File: src/rtl/huffman_code_seq_if.sv
// ============================================================================
// Module      : huffman_code_seq_if
// Description : Bus between the Huffman count stage and the code sequencer.
//               master drives the six symbol counts with a one-cycle
//               CNT_valid strobe and observes busy/code_valid/HC/M.
//               slave (the sequencer) receives the counts and publishes the
//               codewords and masks.
// Signals     : CNT_valid        count strobe (master -> slave)
//               CNT1..CNT6       per-symbol counts, CNT_W bits
//               busy             sequence in progress (slave -> master)
//               code_valid       one-cycle strobe, HC/M valid
//               HC1..HC6         right-aligned codewords, CODE_W bits
//               M1..M6           codeword masks, CODE_W bits
// Revision    : 1.0 - initial release
// ============================================================================
`default_nettype none

interface huffman_code_seq_if #(
  parameter int CNT_W  = 8,
  parameter int CODE_W = 8
) ();
  logic              CNT_valid;
  logic [CNT_W-1:0]  CNT1, CNT2, CNT3, CNT4, CNT5, CNT6;
  logic              busy;
  logic              code_valid;
  logic [CODE_W-1:0] HC1, HC2, HC3, HC4, HC5, HC6;
  logic [CODE_W-1:0] M1, M2, M3, M4, M5, M6;

  modport master (
    output CNT_valid, CNT1, CNT2, CNT3, CNT4, CNT5, CNT6,
    input  busy, code_valid,
    input  HC1, HC2, HC3, HC4, HC5, HC6,
    input  M1, M2, M3, M4, M5, M6
  );

  modport slave (
    input  CNT_valid, CNT1, CNT2, CNT3, CNT4, CNT5, CNT6,
    output busy, code_valid,
    output HC1, HC2, HC3, HC4, HC5, HC6,
    output M1, M2, M3, M4, M5, M6
  );
endinterface

`default_nettype wire

File: src/rtl/huffman_code_seq.sv
// ============================================================================
// Module      : huffman_code_seq
// Description : Builds Huffman codewords and masks for six symbols from
//               their counts. A CNT_valid strobe in IDLE captures the counts
//               into six weight slots, five MERGE cycles combine the two
//               lightest active slots each, and DONE publishes HC1..HC6 /
//               M1..M6 with a one-cycle code_valid strobe.
// Ports       : clk    rising-edge clock
//               reset  asynchronous, active-low reset
//               bus    huffman_code_seq_if.slave (counts in, codes out)
// Revision    : 1.0 - initial release
// ============================================================================
`default_nettype none

module huffman_code_seq #(
  parameter int CNT_W  = 8,
  parameter int CODE_W = 8
) (
  input  logic                  clk,
  input  logic                  reset,
  huffman_code_seq_if.slave     bus
);

  // Three extra bits hold the sum of all six counts without wrapping.
  localparam int                c_WGT_W = CNT_W + 3;
  localparam int                c_NSYM  = 6;
  localparam logic [CODE_W-1:0] c_ONE   = CODE_W'(1);

  typedef enum logic [1:0] {
    S_IDLE  = 2'd0,
    S_MERGE = 2'd1,
    S_DONE  = 2'd2
  } state_t;

  state_t              r_state;
  logic [2:0]          r_step;
  logic                r_busy;
  logic                r_code_valid;
  logic [c_WGT_W-1:0]  r_weight [c_NSYM];
  logic                r_active [c_NSYM];
  logic [2:0]          r_group  [c_NSYM];
  logic [CODE_W-1:0]   r_code   [c_NSYM];
  logic [2:0]          r_len    [c_NSYM];
  logic [CODE_W-1:0]   r_hc     [c_NSYM];
  logic [CODE_W-1:0]   r_m      [c_NSYM];

  logic [CNT_W-1:0]    w_cnt [c_NSYM];
  logic [2:0]          w_a, w_b, w_s, w_d;
  logic                w_found_a, w_found_b;
  logic [c_WGT_W-1:0]  w_best_a, w_best_b;

  assign w_cnt[0] = bus.CNT1;
  assign w_cnt[1] = bus.CNT2;
  assign w_cnt[2] = bus.CNT3;
  assign w_cnt[3] = bus.CNT4;
  assign w_cnt[4] = bus.CNT5;
  assign w_cnt[5] = bus.CNT6;

  // Lightest active slot; '<=' lets a later (higher) index win a tie.
  always_comb begin
    w_a       = 3'd0;
    w_found_a = 1'b0;
    w_best_a  = '0;
    for (int i = 0; i < c_NSYM; i++) begin
      if (r_active[i] && (!w_found_a || r_weight[i] <= w_best_a)) begin
        w_a       = 3'(i);
        w_best_a  = r_weight[i];
        w_found_a = 1'b1;
      end
    end
  end

  // Second lightest: same rule with slot a excluded.
  always_comb begin
    w_b       = 3'd0;
    w_found_b = 1'b0;
    w_best_b  = '0;
    for (int i = 0; i < c_NSYM; i++) begin
      if (r_active[i] && (3'(i) != w_a) &&
          (!w_found_b || r_weight[i] <= w_best_b)) begin
        w_b       = 3'(i);
        w_best_b  = r_weight[i];
        w_found_b = 1'b1;
      end
    end
  end

  // The lower-numbered slot of the pair survives and carries the sum.
  assign w_s = (w_a < w_b) ? w_a : w_b;
  assign w_d = (w_a < w_b) ? w_b : w_a;

  always_ff @(posedge clk or negedge reset) begin
    if (!reset) begin
      r_state      <= S_IDLE;
      r_step       <= 3'd0;
      r_busy       <= 1'b0;
      r_code_valid <= 1'b0;
      for (int k = 0; k < c_NSYM; k++) begin
        r_weight[k] <= '0;
        r_active[k] <= 1'b0;
        r_group[k]  <= 3'd0;
        r_code[k]   <= '0;
        r_len[k]    <= 3'd0;
        r_hc[k]     <= '0;
        r_m[k]      <= '0;
      end
    end else begin
      case (r_state)
        S_IDLE: begin
          r_code_valid <= 1'b0;
          if (bus.CNT_valid) begin
            for (int k = 0; k < c_NSYM; k++) begin
              r_weight[k] <= {3'b000, w_cnt[k]};
              r_active[k] <= 1'b1;
              r_group[k]  <= 3'(k);
              r_code[k]   <= '0;
              r_len[k]    <= 3'd0;
            end
            r_step  <= 3'd1;
            r_busy  <= 1'b1;
            r_state <= S_MERGE;
          end
        end

        S_MERGE: begin
          // Codes grow from the leaf upward: each merge prepends one bit
          // above the bits already assigned (1 for group a, 0 for group b).
          for (int k = 0; k < c_NSYM; k++) begin
            if (r_group[k] == w_a) begin
              r_code[k]  <= r_code[k] | (c_ONE << r_len[k]);
              r_len[k]   <= r_len[k] + 3'd1;
              r_group[k] <= w_s;
            end else if (r_group[k] == w_b) begin
              r_len[k]   <= r_len[k] + 3'd1;
              r_group[k] <= w_s;
            end
          end
          r_weight[w_s] <= r_weight[w_a] + r_weight[w_b];
          r_active[w_d] <= 1'b0;
          if (r_step == 3'd5) begin
            r_state <= S_DONE;
          end else begin
            r_step <= r_step + 3'd1;
          end
        end

        S_DONE: begin
          for (int k = 0; k < c_NSYM; k++) begin
            r_hc[k] <= r_code[k];
            r_m[k]  <= (c_ONE << r_len[k]) - c_ONE;
          end
          r_code_valid <= 1'b1;
          r_busy       <= 1'b0;
          r_state      <= S_IDLE;
        end

        default: begin
          r_state <= S_IDLE;
        end
      endcase
    end
  end

  assign bus.busy       = r_busy;
  assign bus.code_valid = r_code_valid;
  assign bus.HC1 = r_hc[0];
  assign bus.HC2 = r_hc[1];
  assign bus.HC3 = r_hc[2];
  assign bus.HC4 = r_hc[3];
  assign bus.HC5 = r_hc[4];
  assign bus.HC6 = r_hc[5];
  assign bus.M1  = r_m[0];
  assign bus.M2  = r_m[1];
  assign bus.M3  = r_m[2];
  assign bus.M4  = r_m[3];
  assign bus.M5  = r_m[4];
  assign bus.M6  = r_m[5];

endmodule

`default_nettype wire

File: src/flat_wrapper.sv
// flat-port wrapper written by rule: the top's interface ports become plain ports
module huffman_code_seq_flat 
#(
  parameter int CNT_W  = 8,
  parameter int CODE_W = 8
)
  (clk, reset, bus_CNT_valid, bus_CNT1, bus_CNT2, bus_CNT3, bus_CNT4, bus_CNT5, bus_CNT6, bus_busy, bus_code_valid, bus_HC1, bus_HC2, bus_HC3, bus_HC4, bus_HC5, bus_HC6, bus_M1, bus_M2, bus_M3, bus_M4, bus_M5, bus_M6);
  huffman_code_seq_if #(.CNT_W(CNT_W), .CODE_W(CODE_W)) bus_i ();
  input  logic clk;
  input  logic reset;
  input wire logic [$bits(bus_i.CNT_valid)-1:0] bus_CNT_valid;
  input wire logic [$bits(bus_i.CNT1)-1:0] bus_CNT1;
  input wire logic [$bits(bus_i.CNT2)-1:0] bus_CNT2;
  input wire logic [$bits(bus_i.CNT3)-1:0] bus_CNT3;
  input wire logic [$bits(bus_i.CNT4)-1:0] bus_CNT4;
  input wire logic [$bits(bus_i.CNT5)-1:0] bus_CNT5;
  input wire logic [$bits(bus_i.CNT6)-1:0] bus_CNT6;
  output wire logic [$bits(bus_i.busy)-1:0] bus_busy;
  output wire logic [$bits(bus_i.code_valid)-1:0] bus_code_valid;
  output wire logic [$bits(bus_i.HC1)-1:0] bus_HC1;
  output wire logic [$bits(bus_i.HC2)-1:0] bus_HC2;
  output wire logic [$bits(bus_i.HC3)-1:0] bus_HC3;
  output wire logic [$bits(bus_i.HC4)-1:0] bus_HC4;
  output wire logic [$bits(bus_i.HC5)-1:0] bus_HC5;
  output wire logic [$bits(bus_i.HC6)-1:0] bus_HC6;
  output wire logic [$bits(bus_i.M1)-1:0] bus_M1;
  output wire logic [$bits(bus_i.M2)-1:0] bus_M2;
  output wire logic [$bits(bus_i.M3)-1:0] bus_M3;
  output wire logic [$bits(bus_i.M4)-1:0] bus_M4;
  output wire logic [$bits(bus_i.M5)-1:0] bus_M5;
  output wire logic [$bits(bus_i.M6)-1:0] bus_M6;
  assign bus_i.CNT_valid = bus_CNT_valid;
  assign bus_i.CNT1 = bus_CNT1;
  assign bus_i.CNT2 = bus_CNT2;
  assign bus_i.CNT3 = bus_CNT3;
  assign bus_i.CNT4 = bus_CNT4;
  assign bus_i.CNT5 = bus_CNT5;
  assign bus_i.CNT6 = bus_CNT6;
  assign bus_busy = bus_i.busy;
  assign bus_code_valid = bus_i.code_valid;
  assign bus_HC1 = bus_i.HC1;
  assign bus_HC2 = bus_i.HC2;
  assign bus_HC3 = bus_i.HC3;
  assign bus_HC4 = bus_i.HC4;
  assign bus_HC5 = bus_i.HC5;
  assign bus_HC6 = bus_i.HC6;
  assign bus_M1 = bus_i.M1;
  assign bus_M2 = bus_i.M2;
  assign bus_M3 = bus_i.M3;
  assign bus_M4 = bus_i.M4;
  assign bus_M5 = bus_i.M5;
  assign bus_M6 = bus_i.M6;
  huffman_code_seq #(.CNT_W(CNT_W), .CODE_W(CODE_W)) u_core (.clk(clk), .reset(reset), .bus(bus_i));
endmodule
File: config.mk
export PLATFORM = sky130hd
export DESIGN_NAME = huffman_code_seq_flat
export DESIGN_NICKNAME = d
export VERILOG_FILES = /design/src/rtl/huffman_code_seq_if.sv /design/src/rtl/huffman_code_seq.sv /design/src/flat_wrapper.sv
export SDC_FILE = /design/constraint.sdc
export NUM_CORES = 1
export LEC_CHECK = 0
export BUFFER_PORTS_ARGS = -buffer_cell sky130_fd_sc_hd__buf_4
export CORE_AREA = 3 3 237 123
export CTS_CLUSTER_DIAMETER = 30
export CTS_CLUSTER_SIZE = 28
export DETAILED_ROUTE_END_ITERATION = 12
export DIE_AREA = 0 0 240 126
export PLACE_DENSITY_LB_ADDON = 0.25
export SYNTH_ARGS = -nofsm -noshare
export SYNTH_HDL_FRONTEND = slang
export SYNTH_SLANG_ARGS = --single-unit
File: constraint.sdc
create_clock -name clk -period 35.9 [get_ports clk]
set_input_delay 1.795 -clock clk [delete_from_list [all_inputs] [get_ports clk]]
set_output_delay 1.795 -clock clk [all_outputs]
set_load 0.01 [all_outputs]
==> flow_metrics.env, run 1 <==
export IMPL_track_usage_pct=44.68
export IMPL_critPathKind="register to register"
export IMPL_pin_count=149
export IMPL_clkSlewWorstSetupHoldPaths_ns=0.08
export IMPL_critPathMaxStageDelay_ns=0.91
export IMPL_cts_htree_levels=1
export IMPL_hold_buffers=0
export IMPL_r2r_slack_ns=8.88
export IMPL_startpoint_type="register"
export IMPL_crit_path_end_kind="register"
export IMPL_grt_max_degree=101
export IMPL_timing_final_crit_share_pct=75.26
export IMPL_reg2reg_from="u_core.r_active[5]"
export IMPL_first_pass_iters=7
export IMPL_worstReg2RegEnd="u_core.r_weight[21]"
export IMPL_worst_endpoint_required_ns=36.36
export IMPL_num_fill_cells=1847
export IMPL_holdCritPathClass="register to register"
export IMPL_crit_top_cell="a21oi_1"
export IMPL_synth_fp_nets=2098
export IMPL_cts_tree="yes"
export IMPL_nets=2228
export IMPL_routed_via_density=6.972
export IMPL_yosysTopAreaCellShare_pct=36.76
export IMPL_post_cts_buffers=0
export IMPL_setup_worst_path_end="u_core.r_weight[21]"
export IMPL_clock_tree_root_cell="clkbuf_16"
export IMPL_fmax_ghz=0.03701
export IMPL_crit_start="u_core.r_active[5]"
export IMPL_regArea_mm2=0.006481
export IMPL_gp_congestion=1.175
export IMPL_synth_top_flop_cell="dfrtp_1"
export IMPL_dieArea_mm2=0.03024
export IMPL_yosysUniqueCellTypes=83
export IMPL_slowest_stage="dfrtp_1"
export IMPL_worstRegToRegCells=101
export IMPL_crit_buf_inv=5
export IMPL_rsz0062_at_grt="false"
export IMPL_wl_mm=68.11
export IMPL_die_h_um=126
export IMPL_synth_edf_count=0
export IMPL_ys_seq_elements=259
export IMPL_cts_buffer_depth=3
export IMPL_area_delta_synth_final_pct=14.65
export IMPL_ctsResizeCount=0
export IMPL_multiInputGateArea_mm2=0.01049
export IMPL_crit_fanout=39
export IMPL_post_drt_wl_per_cell_um=28.47
export IMPL_synth_largest_area_cell="dfrtp_1"
export IMPL_drcViolationCount=0
export IMPL_io_buffers=148
export IMPL_grt_pass1_wl_mm=101.3
export IMPL_cts_buffers=28
export IMPL_synth_area_top_cells="dfrtp_1 (37%), ha_1 (12%), mux2_2 (7.2%)"
export IMPL_maxCapViolCount=0
export IMPL_arrival_ns=27.48
export IMPL_period_needed_ns=27.02
export IMPL_crit_family="compound AO/OA/AOI/OAI gates"
export IMPL_fin_setup_tns_ns=0
export IMPL_grt_pass1_vias=16020
export IMPL_clkSinkCount=259
export IMPL_status="completed"
export IMPL_clock_skew_ns=0.02988
export IMPL_synth_warnings=0
export IMPL_grt_overflow_total=0
export IMPL_die_w_um=240
export IMPL_vias=16680
export IMPL_synth_seq_area_share_pct=36.76
export IMPL_hold_violations=0
export IMPL_synthArstFlopShare_pct=100.0
export IMPL_drive_gt1_share_pct=19.79
export IMPL_finalSetupViolations=0
export IMPL_cp_depth=101
export IMPL_worst_slew_pin_slew_ns=1.340
export IMPL_maxSlewViolCount=0
export IMPL_clock_latency_ns=0.60
export IMPL_antenna_found_initial=2
export IMPL_synth_area_mm2=0.01763
export IMPL_synth_avg_cell_area_um2=9.384
export IMPL_hpwl_mm=50.87
export IMPL_antenna_left=0
export IMPL_drtIter0Drc=2605
export IMPL_rows=43
export IMPL_syn_inst=1879
export IMPL_relSlewSlack_pct=10.36
export IMPL_coreArea_mm2=0.02733
export IMPL_start_util_pct=64.52
[state kept, by name, summed over array words and instances, names as in the netlist, 18 cells and up]
register,count
u_core.r_len,18
u_core.r_weight,66
u_core.r_group,18
u_core.r_code,48
[worst min path at each step]
stage | start | endpoint | cells past startpoint
floorplan | u_core.r_code[0] | u_core.r_code[0] | 2
global placement | u_core.bus.M5[4] | u_core.bus.M5[4] | 2
detailed placement | u_core.bus.M4[3] | u_core.bus.M4[3] | 2
CTS | u_core.bus.M4[3] | u_core.bus.M4[3] | 2
global route | u_core.bus.HC3[0] | u_core.bus.HC3[0] | 1
finish | u_core.bus.M4[3] | u_core.bus.M4[3] | 2
[worst register-to-register path, delay by kind of cell, from the launching register on]
family,cells,cell delay [ns]
xor+xnor,2,0.57
compound gates,49,11.51
flops,1,0.91
buf+inv,5,1.24
fa+ha+maj,12,3.88
simple gates,27,6.30
mux,6,2.49
[per-layer routing]
metal / share of wire [%] / track usage, % / up-vias
met1: 41 / 64.36 / 8099
met5: 0.37 / 4.785 / -
met4: 2.6 / 8.716 / 10
met2: 38 / 57.53 / 1373
li1: - / - / 6996
met3: 18 / 25.67 / 198
[cell type report]
cell class | instances | area share [%]
multi-input combinational | 1443 | 51.87
clock buffer | 28 | 3.466
timing repair buffer | 187 | 6.981
tap | 360 | 2.228
antenna | 1 | 0.01238
sequential | 259 | 32.06
clock inverter | 24 | 1.714
inverter | 90 | 1.671
[through the flow]
| step | std cells | hold slack, ns | util, % | worst slack (ns) | area [um2] |
|---|---|---|---|---|---|
| 2_1_floorplan | 1879 | 0.4587 | - | 14.81 | 17630 |
| 3_3_place_gp | 2339 | 0.4642 | 70.13 | 10.29 | 19170 |
| 3_5_place_dp | 2339 | 0.4736 | 70.13 | 10.10 | 19170 |
| 4_1_cts | 2391 | 0.4893 | 73.96 | 9.962 | 20210 |
| 5_1_grt | 2391 | 0.5235 | 73.96 | 7.423 | 20210 |
| 6_report | 2392 | 0.4826 | 73.97 | 8.881 | 20220 |
[Yosys cell counts (13+ instances only)]
library cell	number
dfrtp_1	259
nand2_1	235
ha_1	167
nor2_1	142
a21oi_1	141
mux2_2	113
o21ai_0	107
mux2i_1	85
inv_1	83
clkbuf_1	60
xnor2_1	36
nand3_1	32
a21o_1	30
o21a_1	28
a31oi_1	25
a22oi_1	23
xor2_1	23
nor3_1	22
nand4_1	19
nor2b_1	17
a211oi_1	14
nand2b_1	13
[logic make-up (layout without fill, tap and decap cells)]
logic type,after synthesis,in the layout,share of synthesized area (%)
AO/OA/AOI/OAI,477,477,18.14
XOR/XNOR,59,59,2.931
adder cells (fa/ha/maj),168,168,11.96
buffers and inverters,177,329,3.959
flip-flops,259,259,36.76
multiplexers,208,208,12.74
other,0,1,0
AND/OR/NAND/NOR,531,531,13.50
[cell usage in the layout (no fill, tap or decap), types with 6 or more instances in the layout]
cell type and n:
xor2_1 23, o21bai_1 6, clkbuf_16 28, o311ai_0 6
nor3_1 22, inv_1 83, mux2_2 113, mux2i_1 85
and2_1 11, nand3_1 32, buf_4 186, a311oi_1 6
mux2_1 9, dfrtp_1 259, nor2_1 142, a21o_1 30
a21oi_1 141, nand2b_1 11, or4b_1 6, nor2b_1 17
o31a_1 7, a31oi_1 25, nand2_1 234, o21ai_0 106
o211ai_1 9, xnor2_1 36, a22oi_1 23, o31ai_1 9
nand4_1 19, nor4_1 6, clkinv_8 7, a211oi_1 14
ha_1 167, o21a_1 28
Power of run 1 is left out: the tool's default activity adds up to more than one toggle a clock period on the data nets, which glitch-free logic cannot reach.
==> run 2, diff against run 1 <==
CORE_AREA = 3 3 245 127   (was 3 3 237 123)
DIE_AREA = 0 0 248 130   (was 0 0 240 126)
clock period = 28 ns   (was 35.9 ns; I/O delays follow)
==> flow_metrics.env, run 2 (synthesized netlist as in run 1, its figures left out) <==
export IMPL_layout_common_cells="dfrtp_1 (259), nand2_1 (234), ha_1 (167)"
export IMPL_rows=44
export IMPL_worstHoldStart="u_core.bus.M4[0]"
export IMPL_crit_buf_inv=5
export IMPL_antenna_left=0
export IMPL_layout_commonest_cell="dfrtp_1"
export IMPL_hpwl_mm=37.50
export IMPL_post_drt_wl_per_cell_um=21.41
export IMPL_period_needed_ns=25.30
export IMPL_largest_reg_flops=66
export IMPL_worst_endpoint_required_ns=28.39
export IMPL_startpoint_type="register"
export IMPL_grt_max_degree=119
export IMPL_grt_pass1_vias=14390
export IMPL_critPathMaxStageDelay_ns=0.91
export IMPL_maxSlewViolCount=0
export IMPL_post_cts_buffers=0
export IMPL_wl_mm=51.63
export IMPL_grt_pass1_wl_mm=79.58
export IMPL_drive_gt1_share_pct=19.15
export IMPL_hold_worst_slack_ns=0.4777
export IMPL_timing_final_crit_share_pct=90.36
export IMPL_routed_via_density=6.231
export IMPL_drcViolationCount=0
export IMPL_pin_count=149
export IMPL_start_util_pct=61.01
export IMPL_top_register="u_core.r_weight"
export IMPL_die_h_um=130
export IMPL_top_regs="u_core.r_weight: 66 flops, u_core.r_code: 48 flops"
export IMPL_drtIter0Drc=1668
export IMPL_hold_buffers=0
export IMPL_pre_cts_slack_ns=3.399
export IMPL_reg2reg_from="u_core.r_active[5]"
export IMPL_cts_htree_levels=2
export IMPL_clkSlewWorstSetupHoldPaths_ns=0.06
export IMPL_fin_ws_ns=2.700
export IMPL_nets=2214
export IMPL_slowest_stage="dfrtp_1"
export IMPL_clock_skew_ns=0.02303
export IMPL_holdCritPathClass="register to register"
export IMPL_status="completed"
export IMPL_clock_tree_root_cell="clkbuf_16"
export IMPL_vias=15030
export IMPL_crit_fanout=28
export IMPL_gp_congestion=1.035
export IMPL_relSlewSlack_pct=30.78
export IMPL_crit_path_end_kind="register"
export IMPL_arrival_ns=25.68
export IMPL_cts_buffer_depth=3
export IMPL_fin_area_mm2=0.02022
export IMPL_ctsResizeCount=0
export IMPL_clkSinkCount=259
export IMPL_diodes=0
export IMPL_crit_start="u_core.r_active[5]"
export IMPL_finalSetupViolations=0
export IMPL_worst_slew_pin_slew_ns=1.038
export IMPL_first_pass_iters=5
export IMPL_area_delta_synth_final_pct=14.69
export IMPL_hold_violations=0
export IMPL_fmax_ghz=0.03953
export IMPL_antenna_found_initial=0
export IMPL_maxCapViolCount=0
export IMPL_io_buffers=148
export IMPL_rsz0062_at_grt="false"
export IMPL_placed_cell_area_mm2=0.01905
export IMPL_fin_setup_tns_ns=0
export IMPL_crit_family="compound AO/OA/AOI/OAI gates"
export IMPL_clock_latency_ns=0.54
export IMPL_grt_overflow_total=0
export IMPL_cts_tree="yes"
export IMPL_critPathKind="register to register"
export IMPL_die_w_um=248
export IMPL_coreArea_mm2=0.02890
export IMPL_track_usage_pct=31.83
export IMPL_dieArea_mm2=0.03224
export IMPL_cts_buffers=34
-- run 2: cell count changes in the layout (fill, tap and decap cells not counted), sizes merged --
cell / before / now
bufinv: 1 / 2
buf: 187 / 167
clkinvlp: 1 / 2
clkbuf: 28 / 44
diode: 1 / 0
inv: 99 / 92
clkinv: 13 / 12
-- run 2: final timing paths --
path	endpoint	slack (ns)	cells past startpoint
setup / recovery	u_core.r_weight[21]	2.70	101
min in group asynchronous	u_core.r_weight[54]	0.93	1
max in group asynchronous	u_core.r_active[0]	25.48	2
hold reg to reg	u_core.bus.M4[0]	0.48	1
hold / removal	u_core.bus.M4[0]	0.48	1
setup reg to reg	u_core.r_weight[21]	2.70	101
-- run 2: layout make-up --
cell class                      instances  area [um2]
Multi-Input combinational cell       1443       10480
Fill cell                            2270        8680
Sequential cell                       259        6481
Timing Repair Buffer                  167        1261
Clock buffer                           44       959.7
Tap cell                              391       489.2
Inverter                               90       337.8
Clock inverter                         18       214.0
-- run 2: stage by stage --
stage                     std cells  utilization (%)
after floorplan                1879                -
after global placement         2350            65.91
after detailed placement       2350            65.91
after CTS                      2412            69.97
after global routing           2412            69.97
final                          2412            69.97
-- run 2: per-layer routing --
layer | track usage, % | part of all wire, % | vias to the layer above
met5 | 0 | 0 | -
met4 | 12.88 | 3.9 | 0
met3 | 6.509 | 9.1 | 142
met2 | 50.48 | 45 | 644
met1 | 43.19 | 42 | 7250
li1 | - | - | 6993
Power of run 2 is left out for the same reason.
